`config.mk`:
```
export PLATFORM = sky130hd
export DESIGN_NAME = mem_word_bridge_flat
export DESIGN_NICKNAME = d
export VERILOG_FILES = /design/src/rtl/mem_word_bridge_if.sv /design/src/rtl/mem_word_bridge.sv /design/src/flat_wrapper.sv
export SDC_FILE = /design/constraint.sdc
export NUM_CORES = 1
export LEC_CHECK = 0
export CORE_ASPECT_RATIO = 1.4
export CORE_MARGIN = 5
export CORE_UTILIZATION = 45
export DETAILED_ROUTE_END_ITERATION = 16
export GPL_TIMING_DRIVEN = 0
export PLACE_DENSITY = 0.88
export SYNTH_ARGS = -nofsm -noshare
export SYNTH_HDL_FRONTEND = slang
export SYNTH_SLANG_ARGS = --single-unit
```
`constraint.sdc`:
```
create_clock -name clk -period 1.8 [get_ports clk]
set_input_delay 0.36 -clock clk [delete_from_list [all_inputs] [get_ports clk]]
set_output_delay 0.36 -clock clk [all_outputs]
set_load 0.05 [all_outputs]
```
`src/rtl/mem_word_bridge_if.sv`:
```
// CPU load/store bus and byte-wide memory port seen by mem_word_bridge.
// slave = bridge side, master = CPU core plus memory side.
interface mem_word_bridge_if #(
    parameter int ADDR_WIDTH = 8
);
    logic [ADDR_WIDTH-1:0] cpu_addr;
    logic [31:0]           cpu_wdata;
    logic [1:0]            cpu_width;
    logic                  cpu_read;
    logic                  cpu_write;
    logic [31:0]           cpu_rdata;
    logic                  cpu_busy;
    logic                  cpu_done;
    logic                  cpu_error;
    logic [ADDR_WIDTH-1:0] mem_address;
    logic [7:0]            mem_data_out;
    logic [7:0]            mem_data_in;
    logic                  mem_read;
    logic                  mem_write;
    logic                  mem_ready;

    modport slave (
        input  cpu_addr, cpu_wdata, cpu_width, cpu_read, cpu_write,
        output cpu_rdata, cpu_busy, cpu_done, cpu_error,
        output mem_address, mem_data_out, mem_read, mem_write,
        input  mem_data_in, mem_ready
    );

    modport master (
        output cpu_addr, cpu_wdata, cpu_width, cpu_read, cpu_write,
        input  cpu_rdata, cpu_busy, cpu_done, cpu_error,
        input  mem_address, mem_data_out, mem_read, mem_write,
        output mem_data_in, mem_ready
    );
endinterface

```
`src/rtl/mem_word_bridge.sv`:
```
// Splits 8/16/32-bit CPU loads/stores into little-endian byte accesses on a handshaked memory.
// Optional MEM_BRIDGE_ALIGN_CHECK_EN rejects misaligned half/word requests with cpu_error.
module mem_word_bridge #(
    parameter int ADDR_WIDTH = 8
) (
    input  logic              clk,
    input  logic              reset,
    mem_word_bridge_if.slave  bus
);
    localparam logic [1:0] IDLE = 2'd0;
    localparam logic [1:0] REQ  = 2'd1;
    localparam logic [1:0] GAP  = 2'd2;
    localparam logic [1:0] DONE = 2'd3;

    logic [1:0]            state_reg;
    logic [1:0]            idx_reg;
    logic [1:0]            last_reg;
    logic [ADDR_WIDTH-1:0] addr_reg;
    logic [31:0]           wdata_reg;
    logic                  write_reg;
    logic                  err_reg;
    logic [31:0]           rbuf_reg;
    logic [31:0]           rbuf_next;
    logic [31:0]           rdata_reg;
    logic [1:0]            width_last;
    logic                  misaligned;
    logic                  in_req;

    assign in_req = (state_reg == REQ);

    // Index of the final byte: 0 for byte, 1 for half, 3 for word (width 11 acts as word).
    always_comb begin
        width_last = 2'd3;
        case (bus.cpu_width)
            2'b00:   width_last = 2'd0;
            2'b01:   width_last = 2'd1;
            default: width_last = 2'd3;
        endcase
    end

`ifdef MEM_BRIDGE_ALIGN_CHECK_EN
    assign misaligned = ((bus.cpu_width == 2'b01) && bus.cpu_addr[0]) ||
                        (bus.cpu_width[1] && (bus.cpu_addr[1:0] != 2'b00));
    assign bus.cpu_error = (state_reg == DONE) && err_reg;
`else
    assign misaligned    = 1'b0;
    assign bus.cpu_error = 1'b0;
`endif

    // Each lane captures memory data only on the handshake of its own byte.
    generate
        for (genvar gi = 0; gi < 4; gi++) begin : g_lane
            assign rbuf_next[8*gi +: 8] =
                (in_req && bus.mem_ready && !write_reg && (idx_reg == 2'(gi)))
                    ? bus.mem_data_in : rbuf_reg[8*gi +: 8];
        end
    endgenerate

    always_ff @(posedge clk) begin
        if (reset) begin
            state_reg <= IDLE;
            idx_reg   <= 2'd0;
            last_reg  <= 2'd0;
            addr_reg  <= '0;
            wdata_reg <= 32'd0;
            write_reg <= 1'b0;
            err_reg   <= 1'b0;
            rbuf_reg  <= 32'd0;
            rdata_reg <= 32'd0;
        end else begin
            case (state_reg)
                IDLE: begin
                    if (bus.cpu_read || bus.cpu_write) begin
                        addr_reg  <= bus.cpu_addr;
                        wdata_reg <= bus.cpu_wdata;
                        write_reg <= bus.cpu_write;
                        last_reg  <= width_last;
                        idx_reg   <= 2'd0;
                        rbuf_reg  <= 32'd0;
                        err_reg   <= misaligned;
                        state_reg <= misaligned ? DONE : REQ;
                    end
                end
                REQ: begin
                    if (bus.mem_ready) begin
                        rbuf_reg <= rbuf_next;
                        if (idx_reg == last_reg) begin
                            // Publish load data so it is already visible in the DONE cycle.
                            if (!write_reg) begin
                                rdata_reg <= rbuf_next;
                            end
                            state_reg <= DONE;
                        end else begin
                            state_reg <= GAP;
                        end
                    end
                end
                GAP: begin
                    idx_reg   <= idx_reg + 2'd1;
                    state_reg <= REQ;
                end
                default: begin
                    err_reg   <= 1'b0;
                    state_reg <= IDLE;
                end
            endcase
        end
    end

    assign bus.cpu_rdata    = rdata_reg;
    assign bus.cpu_busy     = (state_reg != IDLE);
    assign bus.cpu_done     = (state_reg == DONE) && !err_reg;
    assign bus.mem_read     = in_req && !write_reg;
    assign bus.mem_write    = in_req && write_reg;
    assign bus.mem_address  = in_req ? (addr_reg + {{(ADDR_WIDTH-2){1'b0}}, idx_reg}) : '0;
    assign bus.mem_data_out = in_req ? wdata_reg[{idx_reg, 3'b000} +: 8] : 8'd0;
endmodule

```
`src/flat_wrapper.sv`:
```
// flat-port wrapper written by rule: the top's interface ports become plain ports
module mem_word_bridge_flat 
#(
    parameter int ADDR_WIDTH = 8
)
  (clk, reset, bus_cpu_addr, bus_cpu_wdata, bus_cpu_width, bus_cpu_read, bus_cpu_write, bus_cpu_rdata, bus_cpu_busy, bus_cpu_done, bus_cpu_error, bus_mem_address, bus_mem_data_out, bus_mem_read, bus_mem_write, bus_mem_data_in, bus_mem_ready);
  mem_word_bridge_if #(.ADDR_WIDTH(ADDR_WIDTH)) bus_i ();
  input  logic clk;
  input  logic reset;
  input wire logic [$bits(bus_i.cpu_addr)-1:0] bus_cpu_addr;
  input wire logic [$bits(bus_i.cpu_wdata)-1:0] bus_cpu_wdata;
  input wire logic [$bits(bus_i.cpu_width)-1:0] bus_cpu_width;
  input wire logic [$bits(bus_i.cpu_read)-1:0] bus_cpu_read;
  input wire logic [$bits(bus_i.cpu_write)-1:0] bus_cpu_write;
  output wire logic [$bits(bus_i.cpu_rdata)-1:0] bus_cpu_rdata;
  output wire logic [$bits(bus_i.cpu_busy)-1:0] bus_cpu_busy;
  output wire logic [$bits(bus_i.cpu_done)-1:0] bus_cpu_done;
  output wire logic [$bits(bus_i.cpu_error)-1:0] bus_cpu_error;
  output wire logic [$bits(bus_i.mem_address)-1:0] bus_mem_address;
  output wire logic [$bits(bus_i.mem_data_out)-1:0] bus_mem_data_out;
  output wire logic [$bits(bus_i.mem_read)-1:0] bus_mem_read;
  output wire logic [$bits(bus_i.mem_write)-1:0] bus_mem_write;
  input wire logic [$bits(bus_i.mem_data_in)-1:0] bus_mem_data_in;
  input wire logic [$bits(bus_i.mem_ready)-1:0] bus_mem_ready;
  assign bus_i.cpu_addr = bus_cpu_addr;
  assign bus_i.cpu_wdata = bus_cpu_wdata;
  assign bus_i.cpu_width = bus_cpu_width;
  assign bus_i.cpu_read = bus_cpu_read;
  assign bus_i.cpu_write = bus_cpu_write;
  assign bus_cpu_rdata = bus_i.cpu_rdata;
  assign bus_cpu_busy = bus_i.cpu_busy;
  assign bus_cpu_done = bus_i.cpu_done;
  assign bus_cpu_error = bus_i.cpu_error;
  assign bus_mem_address = bus_i.mem_address;
  assign bus_mem_data_out = bus_i.mem_data_out;
  assign bus_mem_read = bus_i.mem_read;
  assign bus_mem_write = bus_i.mem_write;
  assign bus_i.mem_data_in = bus_mem_data_in;
  assign bus_i.mem_ready = bus_mem_ready;
  mem_word_bridge #(.ADDR_WIDTH(ADDR_WIDTH)) u_core (.clk(clk), .reset(reset), .bus(bus_i));
endmodule
```
==> impl_metrics.csv <==
group,metric,value,unit
timing,slew_violations,0,
cts,clk_sinks,111,
worst_hold_path,hold_path_end,"u_core.wdata_reg[20]$_SDFFE_PP0P_",
synth,seq_area_frac_synth,47.9,%
power_and_ir_drop,p_sw_share,30.2,%
synth,yosysWarningCount,0,
run_status,violations,"negative setup slack",
layout,seq_area,2240,µm²
floorplanning,die_area,12500,µm²
worst_hold_path,hold_path_depth,2,
timing,final.period_utilization,121,%
global_route,met2_usage,43.0,%
cts,cts-root-buf,"sky130_fd_sc_hd__clkbuf_16",
worst_setup_path,critical_path.max_stage_delay,0.38,ns
global_route,grtUsageMet1,25.9,%
timing,finalCriticalPeriod,2.19,ns
worst_setup_path,worst-path-max-fanout,4,
layout,antenna_cells_inserted,0,
worst_setup_path,reg2reg_from,"u_core.idx_reg[1]$_SDFFE_PP0P_",
cts,ctsHtreeMaxLevel,3,
place,globalplace.congestion,0.916,
layout,layout.filler_cells,772,
worst_setup_path,setup.worst_path.end_class,"primary output",
power_and_ir_drop,seqPwrFrac,45.5,%
floorplanning,core-area,10200,µm²
global_route,first_global_vias,4634,
layout,final_common_cell,"sky130_fd_sc_hd__nand2_1",
synth,synth_nets,592,
floorplanning,initial_core_utilization,45.3,%
timing,whs,0.458,ns
route,drt.antenna.violating_nets,0,
global_route,antenna_found_initial,0,
route,drt_pass1_iterations,5,
run_status,run_status,"complete, but fails checks",
synth,yosys.cell_types.count,34,
worst_setup_path,worst_r2r_path_depth,8,
floorplanning,die_w,95.8,µm
place,place.detailed.instances,766,
worst_setup_path,cp_cell_sequence,"ha_4 -> a21oi_2 -> nand4b_1 -> xor2_2 -> nor2_4 -> buf_8",
global_route,globalRoute.busiestLayer,"met2",
route,route.vias.total,4648,
place,dp_slack,-0.828,ns
worst_hold_path,worstHoldPathType,"register to register",
cts,clock_latency_on_the_worst_skew_pair,0.35,ns
cts,clkSlewWorstSetupHoldPaths,0.07,ns
layout,num-nets-final,713,
layout,multi_input_area,2440,µm²
timing,relSlewSlack,58.4,%
timing,clk_skew,0.00723,ns
worst_setup_path,arrival,1.83,ns
global_route,groute.usage.overall,23.9,%
floorplanning,rows,44,
timing,timing.setup.tns,-4.39,ns
global_route,grt_overflow_total,0,
layout,instances_no_fill,794,
route,wl,15700,µm
worst_setup_path,reg2reg_slack,0.04,ns
floorplanning,ios,108,
synth,post_syn_area_per_cell,8.75,µm²
job,maxCapViolations,0,
route,routed_wire_length_per_instance,19.8,µm
layout,syn_to_layout_area_delta,42.0,%
power_and_ir_drop,cellLeakagePower,2.55,nW
place,detailed_place_hpwl,10300,µm
timing,hold_viol,0,
power_and_ir_drop,vdd.ir_drop.worst,0.473,mV
power_and_ir_drop,power_density,898,nW/µm²
cts,numCtsBuffers,9,
cts,postCtsHoldBufs,0,
timing,grt_setup_unrepaired,"true",
synth,syn-instance-count,530,
power_and_ir_drop,power_frac_clock,33.8,%
worst_setup_path,setup.worst_path.class,"register to primary output",
worst_setup_path,worstSetupStartpointType,"register",
route,detailedRoute.firstIterationViolations,316,
synth,synth_area,4640,µm²
global_route,grt_start_max_net_pins,19,
global_route,groute.layer.met3.usage,5.71,%
route,drt_drc_violations_left,0,
floorplanning,floorplan.die.height,130,µm
timing,tightest_slew,0.624,ns
place,placement.io_buffers,98,
synth,count_of_state_elements_after_synthesis,111,
timing,timing.final.ws_setup,-0.386,ns
layout,final_layout_size_suffix_gt1_share,21.8,%
global_route,grt_pass1_wl,23000,µm
worst_setup_path,r2r-end,"u_core.rbuf_reg[5]$_SDFFE_PP0P_",
route,vias_per_cell,5.85,
worst_setup_path,worst_path_max_delay_cell,"sky130_fd_sc_hd__dfxtp_4",
worst_hold_path,hold_path_startpoint,"u_core.wdata_reg[20]$_SDFFE_PP0P_",
power_and_ir_drop,net-switching-power,1.79,mW
timing,finalSetupViolations,16,
worst_setup_path,critical_path_rt,1.44,ns
worst_setup_path,critical_path.n_buffers_inverters,1,
power_and_ir_drop,internal_power,4.13,mW
timing,fmax,457,MHz
layout,highest_count_cells_in_the_layout_ignoring_fill_and_taps,"sky130_fd_sc_hd__nand2_1, sky130_fd_sc_hd__dfxtp_1, sky130_fd_sc_hd__clkdlybuf4s50_1",
power_and_ir_drop,share_comb_of_total_power,20.7,%
cts,cts_tree,"done",
worst_setup_path,critPathTopFamily,"flip-flops",
worst_setup_path,worstSetupPathDepth,6,
cts,clockBufferDepth,2,
==> worst reg2reg max path, delay by kind of cell (launching register included) <==
| family | cells | cell delay [ns] |
|---|---|---|
| buffers and inverters | 4 | 0.61 |
| flip-flops | 1 | 0.38 |
| AND/OR/NAND/NOR | 2 | 0.25 |
| AO/OA/AOI/OAI | 1 | 0.23 |
| adder cells (fa/ha/maj) | 1 | 0.19 |
==> kinds of logic (layout without fill, tap and decap cells) <==
family | count (synthesis) | count (layout) | synth area share [%]
other | 1 | 1 | 0.0809
xor gates and xnor gates | 8 | 8 | 1.51
adders and majority gates | 7 | 7 | 2.05
muxes | 8 | 8 | 3.88
and+or+nand+nor | 229 | 229 | 21.9
DFF | 111 | 111 | 47.9
AOI/OAI and AO/OA | 114 | 114 | 17.8
buffers and inverters | 52 | 178 | 4.86
==> layout make-up <==
class,instances,share of cell area [%]
buffer,41,4.09
timing repair buffer,116,17.4
multi-input combinational,367,37.1
tap,138,2.62
sequential,111,34.0
inverter,5,0.285
clock buffer,9,3.42
clock inverter,7,1.06
==> timing repair <==
action / in CTS / in global routing
resized for setup: 214 / 42
pin swaps: 8 / 19
setup endpoints to repair: 149 / 81
setup buffers: 5 / 12
gates cloned: 2 / 0
==> per-stage QoR <==
stage / instance area [µm²] / util, % / total power, mW
2_1_floorplan: 4710 / - / 3.43
3_3_place_gp: 5860 / 57.3 / 3.82
3_5_place_dp: 5860 / 57.3 / 3.85
4_1_cts: 6350 / 62.0 / 5.84
5_1_grt: 6590 / 64.3 / 6.11
6_report: 6590 / 64.3 / 5.91
==> worst max-delay path by stage <==
stage	slack, ns	endpoint	startpoint
5_1_grt	-0.42	bus_mem_address[7]	u_core.idx_reg[1]$_SDFFE_PP0P_
3_5_place_dp	-0.83	bus_mem_data_out[3]	u_core.idx_reg[0]$_SDFFE_PP0P_
4_1_cts	-0.37	bus_mem_data_out[3]	u_core.idx_reg[0]$_SDFFE_PP0P_
6_report	-0.39	bus_mem_address[7]	u_core.idx_reg[1]$_SDFFE_PP0P_
2_1_floorplan	-0.06	bus_mem_read	u_core.state_reg[1]$_SDFFE_PP0P_
3_3_place_gp	-0.76	u_core.wdata_reg[28]$_SDFFE_PP0P_	reset
==> synth_stat cells <==
library cell | number | area [µm²]
sky130_fd_sc_hd__clkbuf_1 | 27 | 101
sky130_fd_sc_hd__xnor2_1 | 4 | 35.0
sky130_fd_sc_hd__nand4b_1 | 2 | 17.5
sky130_fd_sc_hd__nand3_1 | 34 | 170
sky130_fd_sc_hd__ha_1 | 6 | 75.1
sky130_fd_sc_hd__o21a_1 | 1 | 7.51
sky130_fd_sc_hd__buf_1 | 8 | 30.0
sky130_fd_sc_hd__nor2b_1 | 2 | 12.5
sky130_fd_sc_hd__and4bb_2 | 1 | 12.5
sky130_fd_sc_hd__o21ai_1 | 1 | 5.00
sky130_fd_sc_hd__nand2_2 | 4 | 25.0
sky130_fd_sc_hd__dfxtp_1 | 111 | 2220
sky130_fd_sc_hd__a311oi_1 | 32 | 280
sky130_fd_sc_hd__a32oi_1 | 1 | 8.76
sky130_fd_sc_hd__inv_1 | 5 | 18.8
sky130_fd_sc_hd__nor3_1 | 2 | 10.0
sky130_fd_sc_hd__a21oi_1 | 44 | 220
sky130_fd_sc_hd__a22o_1 | 32 | 280
sky130_fd_sc_hd__nand3b_1 | 1 | 7.51
sky130_fd_sc_hd__o31ai_1 | 1 | 7.51
sky130_fd_sc_hd__fa_1 | 1 | 20.0
sky130_fd_sc_hd__buf_4 | 6 | 45.0
sky130_fd_sc_hd__nand2_1 | 115 | 432
sky130_fd_sc_hd__and2_1 | 12 | 75.1
sky130_fd_sc_hd__a22oi_1 | 1 | 7.51
sky130_fd_sc_hd__nor3b_2 | 4 | 50.1
sky130_fd_sc_hd__and3_1 | 3 | 18.8
sky130_fd_sc_hd__a21o_1 | 1 | 7.51
sky130_fd_sc_hd__buf_2 | 6 | 30.0
sky130_fd_sc_hd__mux4_2 | 8 | 180
sky130_fd_sc_hd__nor2_1 | 48 | 180
sky130_fd_sc_hd__nand2b_1 | 1 | 6.26
sky130_fd_sc_hd__conb_1 | 1 | 3.75
sky130_fd_sc_hd__xor2_1 | 4 | 35.0
==> metal layers <==
| layer | vias to the layer above | share of wire [%] |
|---|---|---|
| li1 | 2100 | - |
| met1 | 2230 | 36 |
| met2 | 263 | 51 |
| met3 | 55 | 8.2 |
| met4 | 0 | 3.8 |
| met5 | - | 0 |
==> power groups by stage <==
stage	logic, mW	clock network (mW)	registers (mW)
6_report	1.22	2.00	2.69
4_1_cts	1.15	2.02	2.68
3_5_place_dp	1.12	0	2.73
5_1_grt	1.29	2.12	2.70
3_3_place_gp	1.10	0	2.72
2_1_floorplan	0.550	0	2.88
(Power assumes the default switching activity.)
